`config.mk`:
```
export PLATFORM = sky130hd
export DESIGN_NAME = if_fetch_queue
export DESIGN_NICKNAME = d
export VERILOG_FILES = /design/src/rtl/if_fetch_queue.sv
export SDC_FILE = /design/constraint.sdc
export NUM_CORES = 1
export LEC_CHECK = 0
export CAP_MARGIN = 25
export CORE_MARGIN = 4
export CORE_UTILIZATION = 40
export CTS_BUF_LIST = sky130_fd_sc_hd__clkbuf_16
export CTS_CLUSTER_SIZE = 10
export DETAILED_ROUTE_END_ITERATION = 7
export PLACE_DENSITY = 0.66
export SETUP_SLACK_MARGIN = 0.15
export SYNTH_ARGS = -nofsm -noshare
export SYNTH_HDL_FRONTEND = slang
export SYNTH_SLANG_ARGS = --single-unit
export TNS_END_PERCENT = 50
```
`constraint.sdc`:
```
create_clock -name clk -period 2.8 [get_ports clk]
set_clock_uncertainty 0.1 [all_clocks]
set_input_delay 0.84 -clock clk [delete_from_list [all_inputs] [get_ports clk]]
set_output_delay 0.84 -clock clk [all_outputs]
set_load 0.01 [all_outputs]
```
`src/rtl/if_fetch_queue.sv`:
```
// if_fetch_queue
// Instruction-fetch front end: owns the fetch PC, addresses the combinational
// instruction ROM and buffers fetched {pc, inst} pairs in a small FIFO so that
// decode stalls do not stall fetch until the queue fills. Two redirect sources
// (exception/MRET and branch/jump) flush the queue and reload the fetch PC.
module if_fetch_queue #(
  parameter int          DEPTH    = 4,
  parameter int          IMEM_AW  = 7,
  parameter logic [31:0] RESET_PC = 32'h0,
  parameter logic [31:0] NOP_INST = 32'h00000013
) (
  input  logic                       clk,
  input  logic                       rst,
  output logic [IMEM_AW-1:0]         imem_addr,
  input  logic [31:0]                imem_data,
  input  logic                       redirect_exp,
  input  logic [31:0]                redirect_exp_pc,
  input  logic                       redirect_br,
  input  logic [31:0]                redirect_br_pc,
  input  logic                       deq_ready,
  output logic                       deq_valid,
  output logic [31:0]                deq_pc,
  output logic [31:0]                deq_inst,
  output logic [$clog2(DEPTH):0]     count,
  output logic [31:0]                fetch_pc
);

  localparam int PW = $clog2(DEPTH);
  localparam int CW = $clog2(DEPTH) + 1;

  logic [31:0]   pc_mem   [DEPTH];
  logic [31:0]   inst_mem [DEPTH];
  logic [PW-1:0] rd_ptr;
  logic [PW-1:0] wr_ptr;

  logic          redir;
  logic          not_empty;
  logic          deq_fire;
  logic          enq_fire;
  logic [31:0]   redir_target;

  assign imem_addr = fetch_pc[IMEM_AW+1:2];

  // Firing conditions; the exception redirect outranks the branch redirect.
  always_comb begin
    redir        = redirect_exp | redirect_br;
    redir_target = redirect_exp ? redirect_exp_pc : redirect_br_pc;
    not_empty    = (count != '0);
    deq_valid    = not_empty & ~redir;
    deq_fire     = deq_valid & deq_ready;
    enq_fire     = ~redir & ((count < CW'(DEPTH)) | deq_fire);
    deq_pc       = not_empty ? pc_mem[rd_ptr]   : 32'h0;
    deq_inst     = not_empty ? inst_mem[rd_ptr] : NOP_INST;
  end

  // Queue storage carries no reset; validity comes only from count.
  always_ff @(posedge clk) begin
    if (enq_fire) begin
      pc_mem[wr_ptr]   <= fetch_pc;
      inst_mem[wr_ptr] <= imem_data;
    end
  end

  // Fetch PC, pointers and occupancy; a redirect flushes and reloads the PC.
  always_ff @(posedge clk or negedge rst) begin
    if (!rst) begin
      fetch_pc <= RESET_PC;
      rd_ptr   <= '0;
      wr_ptr   <= '0;
      count    <= '0;
    end else if (redir) begin
      fetch_pc <= {redir_target[31:2], 2'b00};
      rd_ptr   <= '0;
      wr_ptr   <= '0;
      count    <= '0;
    end else begin
      if (enq_fire) begin
        fetch_pc <= fetch_pc + 32'd4;
        wr_ptr   <= wr_ptr + PW'(1);
      end
      if (deq_fire) begin
        rd_ptr <= rd_ptr + PW'(1);
      end
      case ({enq_fire, deq_fire})
        2'b10:   count <= count + CW'(1);
        2'b01:   count <= count - CW'(1);
        default: count <= count;
      endcase
    end
  end

endmodule

```
Word level (Yosys, flattened, before mapping)
Memories as Yosys holds them, arrays and structs flattened.
Index checks and enable logic that the tools add are counted.

operators by class
  add/sub/neg operators = 5
  order comparisons = 1
  eq/ne operators = 2
  mux-type cells = 13
  bitwise gates (word level) = 6
  reductions and logical operators = 4

operator list
  cell                                                                 number
  32-bit 2-to-1 mux                                                    5
  32-bit by 3-bit adder with 32-bit output (second input constant)     1
  2-bit 2-to-1 mux                                                     4
  3-bit one-hot mux with 2 select lines                                1
  3-bit nonzero test                                                   2
  2-bit by 1-bit adder with 2-bit output (second input constant)       2
  2-bit nonzero test                                                   2
  3-bit by 1-bit adder with 3-bit output (second input constant)       1
  1-bit bitwise AND                                                    3
  3-bit < comparator (second input constant)                           1
  3-bit 2-to-1 mux                                                     1
  3-bit by 1-bit subtractor with 3-bit output (second input constant)  1
  2-bit by 1-bit == test with 1-bit output (second input constant)     1
  2-bit == test (second input constant)                                1
  1-bit 2-to-1 mux                                                     2
  1-bit bitwise OR                                                     2
  1-bit NOT                                                            1

word-level totals
  bits in registers = 39
  RAM bits = 256
  bits of input ports = 101
  output and inout port bits = 107
  word-level logic and storage cells = 37
  memories kept = 2

memory list
  name      words  width  read ports  clocked after memory_dff  wr ports  line  source
  inst_mem  4      32     1           0                         1         32    logic [31:0] inst_mem [DEPTH];
  pc_mem    4      32     1           0                         1         31    logic [31:0] pc_mem [DEPTH];

Logic depth before layout (Yosys ltp)
  depth after elaboration = 9
  gate-level depth with buffers = 7
  mapped depth without buffers = 6

Worst setup path after synthesis
OpenSTA, ideal clock, no wires.

  path type = input to register
  start = in redirect_exp
  end = mem inst_mem[3][0], enable pin
  library setup time = 427 ps
  arrival time = 3087 ps
  data required time = 2273 ps
  slack = -814 ps
  cell stages on the path = 4
  path buffers = 2
  cells stage by stage = clkbuf_1 nor2_1 clkbuf_1 and3_1

between the ends
  word-level cells in the longest chain between the ends = 8

RTL lines
  item                                      line    source
  start, declared                           16      input logic redirect_exp,
  1-bit bitwise OR *                        46      redir = redirect_exp | redirect_br;
  1-bit NOT *                               49, 51
  1-bit bitwise AND                         49      deq_valid = not_empty & ~redir;
  1-bit bitwise AND                         50      deq_fire = deq_valid & deq_ready;
  1-bit bitwise OR                          51      enq_fire = ~redir & ((count < CW'(DEPTH)) | deq_fire);
  1-bit bitwise AND *                       51
  1-bit 2-to-1 mux *                        58      if (enq_fire) begin
  1-bit 2-to-1 mux (implied by the code) *  60      inst_mem[wr_ptr] <= imem_data;
  end, declared                             32

Mark *: on every way between the ends. The rest lies on a longest branch, timed or not.

Final worst setup path
  start = reg rd_ptr[0]
  end = out deq_inst[1]

between the ends
  word-level cells in the longest chain between the ends = 2

RTL lines
  item                    line  source
  start, declared         33    logic [PW-1:0] rd_ptr;
  start signal, assigned  82    rd_ptr <= rd_ptr + PW'(1);
  memory 4 x 32 bit       n/a
  32-bit 2-to-1 mux       53    deq_inst = not_empty ? inst_mem[rd_ptr] : NOP_INST;
  end, declared           23    output logic [31:0] deq_inst,

No other way between the ends.

==> key figures <==
Run status
  – Status: finished with violations
  – Failing checks: negative setup slack

Clock tree
  – Clk_lat worst skew: 0.49 ns
  – CTS clock-pin slew for the worst setup and hold paths: 0.05 ns
  – Root Driver: clkbuf_16
  – H-tree level count: 2
  – CTS tree: built
  – CTS buffer count: 34
  – Clock tree buffer depth: 3
  – CTS Sinks: 285

Power
  – Power density over cell area: 589 nW/um2
  – Leakage: 6.02 nW
  – Overall Power: 9.87 mW
  – Switching power: 2.12 mW
  – Switching Share: 21.5%
  – Power share of the combinational group: 11.0%
  – Clock share of power: 38.9%
  – P_int: 7.75 mW
  – Register share of total power: 50.0%
  – VDD IR max: 0.354 mV

Routing
  – Vias: 7,382
  – WL final: 29,100 um
  – DRT Pass-1 Iters: 7
  – Wire length per cell: 20.5 um
  – Post-route ant nets: 0
  – Vias per cell: 5.21
  – Residual DRC: 0
  – DR iter-0 viols: 577

Critical path
  – Slowest stage delay, CP: 0.53 ns
  – CP Cell Sequence: buf_12 > buf_12 > buf_16 > buf_6 > mux4_2 > or2_4 > buf_6
  – Critical path class: reg2out
  – Worst path arrival time: 2.26 ns
  – CP Max Fanout: 6
  – Slowest cell on crit path: dfrtp_4
  – CP endpoint kind: output pin
  – Setup crit start kind: flip-flop
  – Worst Path Required: 1.86 ns
  – Register-to-Register Path Depth: 5

Placed design
  – Post-DP HPWL: 18,900 um
  – Post-Place Setup Slack: -0.447 ns
  – Post-place instance area: 15,000 um2
  – PortBufs: 199
  – GP Congestion: 0.845

Synth
  – Ys async rst share: 13.0%
  – Top cell type by total area after synthesis: edfxtp_1
  – Synth area leaders: edfxtp_1 (62%), mux4_2 (12%), dfrtp_1 (7.7%)
  – Post-synthesis average cell area: 16.7 um2
  – Post-synth EDFFs: 248
  – Post-synth top area share: 62.1%
  – Yosys warns: 0
  – Post-synth top flop: edfxtp_1
  – Flops & latches, synth: 285
  – Seq/Total Area, Yosys: 69.8%
  – Cells after synthesis: 717
  – Synth cell types: 52
  – Syn Std Cell Area: 12,000 um2

Global route
  – Initial antenna violation count: 0
  – Vias in the first global route: 7,738
  – First-pass GRT wire length: 45,500 um
  – Pin count of the biggest net entering global routing: 44
  – GRT Total Usage: 17.7%
  – Grt total ovfl: 0

Floorplanning
  – Core footprint: 29,600 um2
  – Die Ht: 181 um
  – Row count: 63
  – DIE WIDTH: 181 um
  – Total die area: 32,800 um2
  – Initial core utilization: 40.5%
  – Io pins: 208

Finish
  – Final non-filler cell area: 16,800 um2
  – ANT cells: 0
  – NumNets Final: 1,120
  – Area growth syn-to-layout: 39.8%
  – Share of cells above drive strength 1: 34.5%
  – Final core utilization: 56.6%

STA
  – Fmax: 312 MHz
  – Final hold vios: 0
  – Endpoints failing setup: 62
  – Slew Limit Fails: 0
  – Worst Max-Slew Pin Slew: 0.619 ns
  – Worst setup margin: -0.404 ns
  – Worst slew margin: 58.5%
  – Final period util: 114%
  – Final Critical Period: 3.20 ns
  – RSZ-0062 raised after global routing: true
  – Hold_ws: 0.211 ns

Min path
  – Type of the worst min-delay path: in2async

Flow run
  – Max Cap Violations: 0
==> worst paths after layout <==
path	slack, ns	from	end
max in group asynchronous	1.90	rst	fetch_pc[16]
worst min-delay path	0.21	rst	rd_ptr[1]
worst max register to register	0.70	fetch_pc[9]	fetch_pc[27]
worst max-delay path	-0.40	rd_ptr[0]	deq_inst[1]
min in group clk	0.42	fetch_pc[21]	pc_mem[0][21]
worst min register to register	0.42	fetch_pc[21]	pc_mem[0][21]
==> cell type report <==
type	count	area, um2
Clock inverter	15	56.3
Fill cell	2343	12900
Tap cell	390	488
Sequential cell	285	8400
Inverter	9	33.8
Multi-Input combinational cell	376	3510
Timing Repair Buffer	306	3350
Clock buffer	37	926
==> metrics by stage <==
stage / cells / setup TNS, ns
after floorplan: 720 / -21.82
after CTS: 1406 / -19.24
after global routing: 1418 / -20.90
after global placement: 1316 / -7.09
after detailed placement: 1316 / -9.03
final: 1418 / -16.99
==> cells by family (layout without fill, tap and decap cells) <==
| family | after synthesis | count (layout) | synth area share (%) |
|---|---|---|---|
| xor gates and xnor gates | 16 | 16 | 1.17 |
| muxes | 68 | 68 | 12.1 |
| buffers and inverters | 59 | 367 | 2.32 |
| DFF | 285 | 285 | 69.8 |
| adders and majority gates | 7 | 7 | 0.730 |
| AOI/OAI and AO/OA | 87 | 87 | 4.51 |
| and+or+nand+nor | 194 | 194 | 9.28 |
| other | 1 | 4 | 0.0313 |
==> worst max-delay path, delay by kind of cell (launching register included) <==
family,cells,cell delay (ns)
buf+inv,5,0.61
flops,1,0.53
mux,1,0.40
simple gates,1,0.24
==> synthesized netlist by cell type, drive strengths merged, types with 4 or more instances <==
| cell | n |
|---|---|
| a211oi | 4 |
| a21oi | 26 |
| a2bb2oi | 5 |
| a31oi | 4 |
| and2 | 61 |
| and3 | 17 |
| buf | 26 |
| clkbuf | 24 |
| dfrtp | 37 |
| edfxtp | 248 |
| ha | 7 |
| inv | 9 |
| mux2i | 6 |
| mux4 | 62 |
| nand2 | 38 |
| nand3 | 13 |
| nand4 | 13 |
| nor2 | 23 |
| nor2b | 6 |
| nor3 | 6 |
| o21a | 4 |
| o21ai | 25 |
| o22ai | 4 |
| or3 | 6 |
| xnor2 | 7 |
| xor2 | 9 |
==> timing repair <==
action	CTS	global route
resized for setup	347	65
setup endpoints to repair	78	72
cloned	5	0
hold buffers	0	0
pin swaps	48	11
setup buffers	33	12
==> registers in the layout (all words and copies together) (netlist names) <==
signal,cells
fetch_pc,30
wr_ptr,2
inst_mem,128
count,3
pc_mem,120
rd_ptr,2
==> routing by layer <==
layer	track usage (%)	routed length, um	up-vias
li1	-	-	3367
met2	28.8	14100	277
met5	0	0	-
met3	4.25	1890	34
met1	24.3	12600	3704
met4	3.90	453	0
==> power groups by stage <==
stage | sequential, mW | combinational, mW | clock (mW)
floorplan | 4.99 | 0.398 | 0
global placement | 5.01 | 0.984 | 0
detailed placement | 5.02 | 0.990 | 0
CTS | 4.94 | 1.06 | 3.96
global route | 4.96 | 1.18 | 4.12
finish | 4.94 | 1.09 | 3.84
==> cells in the final DEF (no fill, tap or decap), types with 6 or more instances in the layout <==
| cell type | Yosys | layout |
|---|---|---|
| clkbuf_16 | 0 | 37 |
| xnor2_1 | 7 | 7 |
| mux2i_1 | 6 | 6 |
| edfxtp_1 | 248 | 248 |
| buf_6 | 0 | 72 |
| nand4_1 | 12 | 12 |
| nor2b_1 | 6 | 6 |
| inv_1 | 9 | 22 |
| buf_12 | 0 | 30 |
| dfrtp_1 | 37 | 17 |
| a21oi_1 | 26 | 26 |
| or3_1 | 6 | 6 |
| mux4_2 | 62 | 62 |
| ha_1 | 7 | 7 |
| nor2_1 | 22 | 20 |
| and2_4 | 0 | 43 |
| and3_1 | 17 | 13 |
| xor2_1 | 9 | 9 |
| o21ai_0 | 25 | 25 |
| buf_2 | 12 | 18 |
| nand3_1 | 12 | 12 |
| dfrtp_2 | 0 | 18 |
| clkdlybuf4s50_1 | 0 | 133 |
| nand2_1 | 38 | 37 |
| and2_1 | 61 | 18 |
| buf_4 | 11 | 45 |
No activity file was read; power rests on OpenSTA's default activity.
